### src/rtl/vga_text_pkg.sv
`default_nettype none
// ============================================================================
//  Module      : vga_text_pkg
//  Description : Shared geometry constants and state/grant encodings for the
//                VGA text-memory write arbiter.
//  Revision    : 1.0 - initial release
// ============================================================================
package vga_text_pkg;

  localparam int COLS      = 160;          // 1280 / 8
  localparam int ROWS      = 64;           // 1024 / 16
  localparam int TEXT_SIZE = COLS * ROWS;  // 10240 characters

  typedef enum logic [1:0] {
    C_IDLE = 2'd0,
    C_PEND = 2'd1,
    C_ACK  = 2'd2
  } cpu_state_t;

  typedef enum logic [1:0] {
    F_IDLE = 2'd0,
    F_RUN  = 2'd1,
    F_DONE = 2'd2
  } fill_state_t;

  // FILL encodes as 0 so a cleared register means "fill went last",
  // letting the CPU win the first tie out of reset.
  typedef enum logic {
    GNT_FILL = 1'b0,
    GNT_CPU  = 1'b1
  } grant_t;

endpackage
`default_nettype wire

### src/rtl/vga_text_wr_arbiter_sync_2ff.sv
`default_nettype none
// ============================================================================
//  Module      : sync_2ff
//  Description : One-bit two-flop synchronizer into the pixel_clk domain,
//                cleared by the synchronous active-low reset.
//  Revision    : 1.0 - initial release
// ============================================================================
module sync_2ff (
  input  logic pixel_clk,
  input  logic rst,
  input  logic i_d,
  output logic o_q
);

  logic r_meta;
  logic r_sync;

  // Two-stage resynchronisation of an asynchronous level
  always_ff @(posedge pixel_clk) begin
    if (!rst) begin
      r_meta <= 1'b0;
      r_sync <= 1'b0;
    end else begin
      r_meta <= i_d;
      r_sync <= r_meta;
    end
  end

  assign o_q = r_sync;

endmodule
`default_nettype wire

### src/rtl/vga_text_wr_arbiter.sv
`default_nettype none
// ============================================================================
//  Module      : vga_text_wr_arbiter
//  Description : Owns the text-memory write port. Serves CPU character stores
//                and a fill engine (clear screen / clear line), both arriving
//                over 4-phase req/ack from another clock domain, with
//                round-robin arbitration and registered write outputs.
//  Revision    : 1.0 - initial release
// ============================================================================
module vga_text_wr_arbiter #(
  parameter int ADDR_W = 15,
  parameter int COLS   = vga_text_pkg::COLS,
  parameter int ROWS   = vga_text_pkg::ROWS
) (
  input  logic              pixel_clk,
  input  logic              rst,
  input  logic              cpu_req,
  input  logic [ADDR_W-1:0] cpu_addr,
  input  logic [7:0]        cpu_char,
  output logic              cpu_ack,
  input  logic              fill_req,
  input  logic [ADDR_W-1:0] fill_base,
  input  logic [ADDR_W-1:0] fill_len,
  input  logic [7:0]        fill_char,
  output logic              fill_ack,
  output logic              fill_err,
  output logic              busy,
  output logic [ADDR_W-1:0] vga_addr,
  output logic [7:0]        vga_data,
  output logic              vga_wen
);

  import vga_text_pkg::*;

  localparam logic [ADDR_W-1:0] c_text_size = ADDR_W'(COLS * ROWS);
  localparam logic [ADDR_W-1:0] c_last_addr = ADDR_W'(COLS * ROWS - 1);
  localparam logic [ADDR_W-1:0] c_one       = ADDR_W'(1);

  logic              w_cpu_req_s;
  logic              w_fill_req_s;
  cpu_state_t        r_cpu_state;
  cpu_state_t        w_cpu_next;
  fill_state_t       r_fill_state;
  fill_state_t       w_fill_next;
  grant_t            r_last_grant;
  logic [ADDR_W-1:0] r_ptr;
  logic [ADDR_W-1:0] r_cnt;
  logic [7:0]        r_fill_char;
  logic              r_cpu_ack;
  logic              r_fill_ack;
  logic              r_fill_err;
  logic [ADDR_W-1:0] r_vga_addr;
  logic [7:0]        r_vga_data;
  logic              r_vga_wen;
  logic              w_cpu_rdy;
  logic              w_fill_rdy;
  logic              w_gnt_cpu;
  logic              w_gnt_fill;
  logic              w_fill_start;
  logic              w_base_bad;
  logic [ADDR_W-1:0] w_len_clamped;

  sync_2ff u_sync_cpu (
    .pixel_clk (pixel_clk),
    .rst       (rst),
    .i_d       (cpu_req),
    .o_q       (w_cpu_req_s)
  );

  sync_2ff u_sync_fill (
    .pixel_clk (pixel_clk),
    .rst       (rst),
    .i_d       (fill_req),
    .o_q       (w_fill_req_s)
  );

  // Round-robin grant: a lone requester always wins; on a tie the one that
  // did not go last is served.
  always_comb begin
    w_cpu_rdy  = (r_cpu_state == C_PEND);
    w_fill_rdy = (r_fill_state == F_RUN);
    w_gnt_cpu  = w_cpu_rdy && (!w_fill_rdy || (r_last_grant == GNT_FILL));
    w_gnt_fill = w_fill_rdy && !w_gnt_cpu;
  end

  // Fill request decode: range check on base and clamp of length
  always_comb begin
    w_fill_start  = w_fill_req_s && !r_fill_ack;
    w_base_bad    = (fill_base >= c_text_size);
    w_len_clamped = (fill_len > c_text_size) ? c_text_size : fill_len;
  end

  // State registers for both requester FSMs
  always_ff @(posedge pixel_clk) begin
    if (!rst) begin
      r_cpu_state  <= C_IDLE;
      r_fill_state <= F_IDLE;
    end else begin
      r_cpu_state  <= w_cpu_next;
      r_fill_state <= w_fill_next;
    end
  end

  // CPU handshake next-state logic
  always_comb begin
    w_cpu_next = r_cpu_state;
    case (r_cpu_state)
      C_IDLE:  if (w_cpu_req_s && !r_cpu_ack) w_cpu_next = C_PEND;
      C_PEND:  if (w_gnt_cpu) w_cpu_next = C_ACK;
      C_ACK:   if (!w_cpu_req_s) w_cpu_next = C_IDLE;
      default: w_cpu_next = C_IDLE;
    endcase
  end

  // Fill engine next-state logic
  always_comb begin
    w_fill_next = r_fill_state;
    case (r_fill_state)
      F_IDLE:  if (w_fill_start)
                 w_fill_next = (w_base_bad || (fill_len == '0)) ? F_DONE : F_RUN;
      F_RUN:   if (w_gnt_fill && (r_cnt == c_one)) w_fill_next = F_DONE;
      F_DONE:  if (!w_fill_req_s) w_fill_next = F_IDLE;
      default: w_fill_next = F_IDLE;
    endcase
  end

  // CPU ack is held one cycle behind C_ACK and dropped once req is seen low
  always_ff @(posedge pixel_clk) begin
    if (!rst) r_cpu_ack <= 1'b0;
    else      r_cpu_ack <= (r_cpu_state == C_ACK) && w_cpu_req_s;
  end

  // Fill datapath: latch the job, step pointer/count per granted write
  always_ff @(posedge pixel_clk) begin
    if (!rst) begin
      r_ptr       <= '0;
      r_cnt       <= '0;
      r_fill_char <= 8'h00;
      r_fill_ack  <= 1'b0;
      r_fill_err  <= 1'b0;
    end else begin
      case (r_fill_state)
        F_IDLE: if (w_fill_start) begin
          r_ptr       <= fill_base;
          r_cnt       <= w_len_clamped;
          r_fill_char <= fill_char;
          r_fill_err  <= w_base_bad;
        end
        F_RUN: if (w_gnt_fill) begin
          r_ptr <= (r_ptr == c_last_addr) ? '0 : r_ptr + c_one;
          r_cnt <= r_cnt - c_one;
        end
        F_DONE: begin
          r_fill_ack <= w_fill_req_s;
          if (!w_fill_req_s) r_fill_err <= 1'b0;
        end
        default: ;
      endcase
    end
  end

  // Registered write port and round-robin history
  always_ff @(posedge pixel_clk) begin
    if (!rst) begin
      r_vga_wen    <= 1'b0;
      r_vga_addr   <= '0;
      r_vga_data   <= 8'h00;
      r_last_grant <= GNT_FILL;
    end else begin
      r_vga_wen <= w_gnt_cpu || w_gnt_fill;
      if (w_gnt_cpu) begin
        r_vga_addr   <= cpu_addr;
        r_vga_data   <= cpu_char;
        r_last_grant <= GNT_CPU;
      end else if (w_gnt_fill) begin
        r_vga_addr   <= r_ptr;
        r_vga_data   <= r_fill_char;
        r_last_grant <= GNT_FILL;
      end
    end
  end

  assign cpu_ack  = r_cpu_ack;
  assign fill_ack = r_fill_ack;
  assign fill_err = r_fill_err;
  assign busy     = (r_fill_state == F_RUN);
  assign vga_addr = r_vga_addr;
  assign vga_data = r_vga_data;
  assign vga_wen  = r_vga_wen;

endmodule
`default_nettype wire

### config.mk
export PLATFORM = sky130hd
export DESIGN_NAME = vga_text_wr_arbiter
export DESIGN_NICKNAME = d
export VERILOG_FILES = /design/src/rtl/vga_text_pkg.sv /design/src/rtl/vga_text_wr_arbiter_sync_2ff.sv /design/src/rtl/vga_text_wr_arbiter.sv
export SDC_FILE = /design/constraint.sdc
export NUM_CORES = 1
export LEC_CHECK = 0
export ABC_AREA = 1
export CORE_ASPECT_RATIO = 1.25
export CORE_MARGIN = 2
export CORE_UTILIZATION = 45
export CTS_CLUSTER_SIZE = 28
export DETAILED_ROUTE_END_ITERATION = 6
export GPL_TIMING_DRIVEN = 0
export HOLD_SLACK_MARGIN = 0.06
export PLACE_DENSITY = 0.74
export SYNTH_ARGS = -nofsm -noshare
export SYNTH_HDL_FRONTEND = slang
export SYNTH_SLANG_ARGS = --single-unit
### constraint.sdc
create_clock -name pixel_clk -period 1.2 [get_ports pixel_clk]
set_input_delay 0.24 -clock pixel_clk [delete_from_list [all_inputs] [get_ports pixel_clk]]
set_output_delay 0.24 -clock pixel_clk [all_outputs]
set_load 0.05 [all_outputs]
==> results of run 1 <==
## cell type report
class | count | share of cell area
plain buffers | 25 | 0.0425
clock buffers | 14 | 0.0266
inverters | 67 | 0.0472
multi-input cells | 449 | 0.406
flip-flops and latches | 74 | 0.249
well taps | 120 | 0.0245
repair buffers | 129 | 0.204
## power breakdown
| part | internal, mW | switching (mW) |
|---|---|---|
| logic | 0.699 | 0.847 |
| registers | 2.57 | 0.136 |
| clock network | 0.845 | 0.874 |
## worst max-delay path, delay by kind of cell (launching register included)
kind	cells	cell delay, ns
DFF	1	0.34
buffers and inverters	5	0.57
and+or+nand+nor	3	0.26
AOI/OAI and AO/OA	2	0.26
## layer usage
metal | vias up | GRT usage | share of wire
li1 | 2265 | - | -
met1 | 2171 | 0.291 | 0.38
met2 | 222 | 0.479 | 0.52
met3 | 46 | 0.0341 | 0.060
met4 | 0 | 0.178 | 0.043
met5 | - | 0 | 0
## stage by stage
step / hold slack, ns / setup WS, ns
detailed placement: 0.406 / -0.749
global placement: 0.394 / -0.729
global route: 0.362 / -0.360
CTS: 0.398 / -0.230
finish: 0.327 / -0.310
floorplan: 0.338 / -0.0529
## sequential cells by signal, summed over array words and instances, names as in the netlist
register and flops:
cpu_ack 1, fill_ack 1, fill_err 1, r_cnt 15, r_cpu_state 2, r_fill_char 8, r_fill_state 2, r_last_grant 1
r_ptr 15, u_sync_cpu.o_q 1, u_sync_cpu.r_meta 1, u_sync_fill.o_q 1, u_sync_fill.r_meta 1, vga_addr 15, vga_data 8, vga_wen 1
## worst max path at each step
stage | from | to | slack (ns)
CTS | r_fill_state[0]$_SDFFE_PN0P_ | busy | -0.23
global placement | r_fill_state[0]$_SDFFE_PN0P_ | busy | -0.73
finish | r_fill_state[0]$_SDFFE_PN0P_ | r_ptr[4]$_SDFFE_PN0P_ | -0.31
floorplan | r_ptr[1]$_SDFFE_PN0P_ | r_ptr[8]$_SDFFE_PN0P_ | -0.05
global route | r_fill_state[0]$_SDFFE_PN0P_ | r_ptr[2]$_SDFFE_PN0P_ | -0.36
detailed placement | fill_len[7] | r_cnt[0]$_SDFFE_PN0P_ | -0.75
## repair_timing
item,in CTS,in global routing
setup endpoints to repair,98,77
buffers inserted,23,8
pin swaps,18,29
hold endpoints to repair,0,0
resized for setup,284,78
gates cloned,9,1
## placed cells by master (no fill, tap or decap), types with 11 or more instances in the layout
| cell type | instances |
|---|---|
| clkbuf_4 | 11 |
| inv_1 | 54 |
| nor2_2 | 11 |
| a21oi_1 | 23 |
| buf_4 | 36 |
| nor2_4 | 13 |
| a31oi_1 | 25 |
| o21ai_2 | 11 |
| clkbuf_8 | 11 |
| dfxtp_1 | 57 |
| clkdlybuf4s50_1 | 62 |
| nand2_1 | 145 |
| o21ai_1 | 20 |
| o21ai_0 | 12 |
| nand3_1 | 39 |
| nand2_2 | 20 |
| nor2_1 | 66 |
| buf_6 | 21 |
## cell families (layout without fill, tap and decap cells)
| family | after synthesis | after routing |
|---|---|---|
| and+or+nand+nor | 329 | 331 |
| adders and majority gates | 3 | 3 |
| buffers and inverters | 92 | 235 |
| DFF | 74 | 74 |
| AOI/OAI and AO/OA | 108 | 108 |
| xor gates and xnor gates | 7 | 7 |
==> results.cfg, run 1 <==
[setup_path]
rrSetupSlack_ns = -0.31
crit_path_end_kind = flip-flop
crit_path_start_kind = flip-flop
crit_top_cell = buf_6
slowest_delay_ns = 0.34
path_cells = inv_2 -> nor2_4 -> buf_6 -> buf_6 -> o21ai_4 -> nand2_8 -> inv_6 -> buf_12 -> nand2_1 -> a21oi_1
cp_max_fo = 10
critPathSlowestCell = dfxtp_2
r2r_end = r_ptr[4]$_SDFFE_PN0P_
cp.arrival_ns = 1.79
critical_path_class = reg -> reg
reg2reg_depth = 10
rr_startpoint = r_fill_state[0]$_SDFFE_PN0P_
crit_required_ns = 1.48

[min_path]
hold_class = in -> reg
hold-path-endpoint = r_cnt[6]$_SDFFE_PN0P_
hold_path.startpoint = fill_len[6]
whs_path_depth = 5

[timing]
rsz0062_at_grt = true
setup_slack_ns = -0.310
hold_violations = 0
period_needed_ns = 1.51
relSlewSlack = 0.638
setup_violations = 67
fin_crit_sh = 1.26
finalClockSkew_ns = 0.00458
worstMarginPinSlew_ns = 0.543
max_freq_mhz = 662
fin_tns_setup_ns = -13.93
drv_slew = 0

[routing]
ant_nets = 0
wl_um = 13400
wl_per_cell_um = 15.2
viasPerCell = 5.36
drc_errors = 0
dr.pass1.iters = 4
vias = 4704
drt_iter0_markers = 276

[yosys]
synth_compound_area_frac = 0.150
synth_common_cells = nand2_1, nor2_1, dfxtp_1
synth_top_family_by_area = simple AND/OR/NAND/NOR gates
synth_edf_count = 0
synth-xor-area-share = 0.0155
synth.area.top_cells = dfxtp_1, nand2_1, nor2_1
syn_inst = 613
synth_nets = 681
yosys.area_share.simple = 0.347
synth_seq_cells = 74
synth.area.mux_share = 0
synth.avg_cell_area_um2 = 6.46
synth_top_cell_by_area = dfxtp_1
ys_types = 33
ys_warn_count = 0
synthAdderAreaFrac = 0.00948
async_flop_share = 0
synthFlopType = dfxtp_1
yosysMostFrequentCell = nand2_1
synth_area_um2 = 3960
synth.top_cell.area_share = 0.374
seq_area_frac_synth = 0.374

[place]
hpwl_um = 8350
place_area_um2 = 5140
gp_congestion = 0.961
portBuffers = 92
place_inst = 825

[cts]
cts.sinks = 74
cts-root-buf = clkbuf_8
clkSlewWorstSetupHoldPaths_ns = 0.07
clk_latency_ns = 0.36
holdBufCountCts = 0
cts_tree = yes
clk_path_buf_depth = 2
htreeDepth = 3
numCtsBuffers = 9

[finish]
nets = 823
multi_input_area_um2 = 2490
antennaDiodeCount = 0
areaGrowthSynthToFinish_pct = 54.8
layout-drive-gt1-share = 0.286
nFillCells = 660
final_area_um2 = 6120
seq_area_um2 = 1520
utilization = 0.712
final_cells = 878

[floorplanning]
ios = 93
core_um2 = 8610
die_x_um = 87.9
die_h_um = 109
rows = 38
die_area_um2 = 9570
start_util = 0.460

[grt]
antenna_found_initial = 0
grt_start_max_net_pins = 12
grt_first_pass_wirelength_um = 20000
grt_use_total = 0.268
grt_pass1_vias = 4502
grt_overflow = 0

[power_and_ir_drop]
p_per_area_nw_per_um2 = 974
cellLeakagePower_nw = 2.57
total_power_mw = 5.97
irDropWorstVdd_v = 0.000616

[outcome]
violations = negative setup slack
outcome = complete, but fails checks

[run]
drv_cap = 0
Note: power is estimated with default switching activity, not from simulation.
==> inputs of run 2 (changes only) <==
HOLD_SLACK_MARGIN = 0.15   (was 0.06)
SYNTH_HIERARCHICAL = 1   (was unset)
==> run 2 against run 1 <==
Wire length up 1.6%. Synthesized cell count down 1.1%. Clock power up 17%. The flow still finishes with violations (negative setup slack). Setup slack better by 0.0014 ns. Highest routed layer unchanged.
==> results.cfg, run 2 <==
[cts]
holdBufCountCts = 0
cts.sinks = 74
htreeDepth = 3
clk_path_buf_depth = 2
numCtsBuffers = 9
cts-root-buf = clkbuf_8
cts_tree = yes
clk_latency_ns = 0.35
clkSlewWorstSetupHoldPaths_ns = 0.08

[finish]
areaGrowthSynthToFinish_pct = 55.3
final_cells = 844
most-common-layout-cells = nand2_1, nor2_1, clkdlybuf4s50_1, dfxtp_1, inv_1
layout-drive-gt1-share = 0.273
nets = 811
seq_area_um2 = 1510
multi_input_area_um2 = 2380
nFillCells = 668
final_common_cell = nand2_1
antennaDiodeCount = 0

[routing]
wl_per_cell_um = 16.1
dr.pass1.iters = 5
drt_iter0_markers = 274
viasPerCell = 5.47
ant_nets = 0
drc_errors = 0
wl_um = 13600
vias = 4615

[timing]
hold_violations = 0
relSlewSlack = 0.662
fin_crit_sh = 1.26
finalClockSkew_ns = 0.0126
setup_violations = 60
setup_slack_ns = -0.308
max_freq_mhz = 663
period_needed_ns = 1.51
worstMarginPinSlew_ns = 0.501
rsz0062_at_grt = true
drv_slew = 0

[min_path]
hold_class = in -> reg

[grt]
grt_use_total = 0.282
grt_overflow = 0
antenna_found_initial = 0
grt_first_pass_wirelength_um = 20600
grt_start_max_net_pins = 13
grt_pass1_vias = 4476

[yosys]
seq_area_frac_synth = 0.384
async_flop_share = 0
synth_area_um2 = 3850
ys_warn_count = 6
synth.area.top_cells = dfxtp_1, nand2_1, nor2_1
ys_types = 26
synth_common_cells = nand2_1, nor2_1, dfxtp_1
yosysMostFrequentCell = nand2_1
synth.top_cell.area_share = 0.384
synth_edf_count = 0
synth.avg_cell_area_um2 = 6.36
synthFlopType = dfxtp_1
synth_nets = 674
synth_seq_cells = 74
syn_inst = 606
synth_top_cell_by_area = dfxtp_1

[place]
portBuffers = 92
gp_congestion = 0.884
hpwl_um = 8650
place_inst = 795

[outcome]
outcome = complete, but fails checks
violations = negative setup slack

[floorplanning]
start_util = 0.465
ios = 93
rows = 37
die_x_um = 86.8
die_h_um = 107
die_area_um2 = 9330
core_um2 = 8290

[setup_path]
cp.arrival_ns = 1.80
critical_path_class = reg -> reg
crit_path_start_kind = flip-flop
cp_max_fo = 6
crit_path_end_kind = flip-flop
crit_required_ns = 1.49

[power_and_ir_drop]
p_per_area_nw_per_um2 = 2070
total_power_mw = 12.4
irDropWorstVdd_v = 0.00155
cellLeakagePower_nw = 2.49

[run]
drv_cap = 0
run 2: cell count changes after synthesis, moves of 3 or more:
cell,delta
nor2_1,-7
inv_1,+5
o21ai_1,+3
o21ai_0,-4
xor2_1,-3
nand2_1,+13
a31oi_1,+4
nand4_1,+3
a21oi_1,-8
run 2: cell families (layout without fill, tap and decap cells):
group / count (synthesis) / in the layout / synth area share
buffers and inverters: 95 / 236 / 0.105
XOR/XNOR: 3 / 3 / 0.00682
adder cells (fa/ha/maj): 3 / 3 / 0.00974
flip-flops: 74 / 74 / 0.384
AND/OR/NAND/NOR: 330 / 330 / 0.351
AO/OA/AOI/OAI: 101 / 101 / 0.143
run 2: stage by stage:
step | setup TNS, ns | hold WS (ns) | instance area [µm²] | setup slack (ns) | utilization
floorplan | -1.45 | 0.333 | 3970 | -0.0845 | -
global placement | -49.35 | 0.394 | 5010 | -0.914 | 0.605
detailed placement | -50.93 | 0.398 | 5010 | -0.928 | 0.605
CTS | -13.19 | 0.374 | 5580 | -0.301 | 0.673
global route | -18.43 | 0.382 | 5990 | -0.388 | 0.722
finish | -13.65 | 0.374 | 5990 | -0.308 | 0.722
run 2: cell type report:
type | instances | area share
Tap cell | 97 | 0.0203
Timing Repair Buffer | 127 | 0.205
Clock buffer | 11 | 0.0255
Clock inverter | 4 | 0.00836
Inverter | 70 | 0.0474
Sequential cell | 74 | 0.252
Multi-Input combinational cell | 437 | 0.397
Buffer | 24 | 0.0449
run 2: repair_timing:
| item | 4_1_cts | 5_1_grt |
|---|---|---|
| endpoints found under the setup margin | 98 | 86 |
| buffers inserted | 16 | 15 |
| gates cloned | 6 | 1 |
| hold endpoints to repair | 0 | 0 |
| pin swaps | 14 | 27 |
| resized for setup | 232 | 111 |
run 2: power by group:
group,switching [mW],leakage [nW],internal (mW),total [mW]
registers,0.433,0.609,2.86,3.29
logic,4.02,1.78,3.04,7.06
clock network,0.942,0.0966,1.07,2.02
run 2: path summary, 6_finish.rpt:
kind                                start                          to  slack, ns  cells after the start
max          r_fill_state[0]$_SDFFE_PN0P_      r_ptr[11]$_SDFFE_PN0P_      -0.31                     12
min                                   rst  u_sync_fill/o_q$_SDFF_PN0_       0.37                      3
max reg2reg  r_fill_state[0]$_SDFFE_PN0P_      r_ptr[11]$_SDFFE_PN0P_      -0.31                     12
min reg2reg  u_sync_cpu/r_meta$_SDFF_PN0_   u_sync_cpu/o_q$_SDFF_PN0_       0.41                      2
run 2: critical path, cell delays in order, from the launching register on:
cell      delay [ns]
dfxtp_2         0.35
inv_2           0.05
nor2_4          0.11
buf_6           0.13
o21ai_4         0.06
nand2_4         0.08
buf_12          0.14
buf_12          0.11
buf_8           0.11
nand3b_1        0.07
nand2_1         0.06
nand4_1         0.09
nand2_1         0.08
run 2: layer usage:
metal	wire (µm)	GRT usage	vias to the layer above
met5	0	0	-
met4	476	0.140	0
met3	858	0.0529	51
met2	7150	0.511	223
met1	5110	0.307	2111
li1	-	-	2230
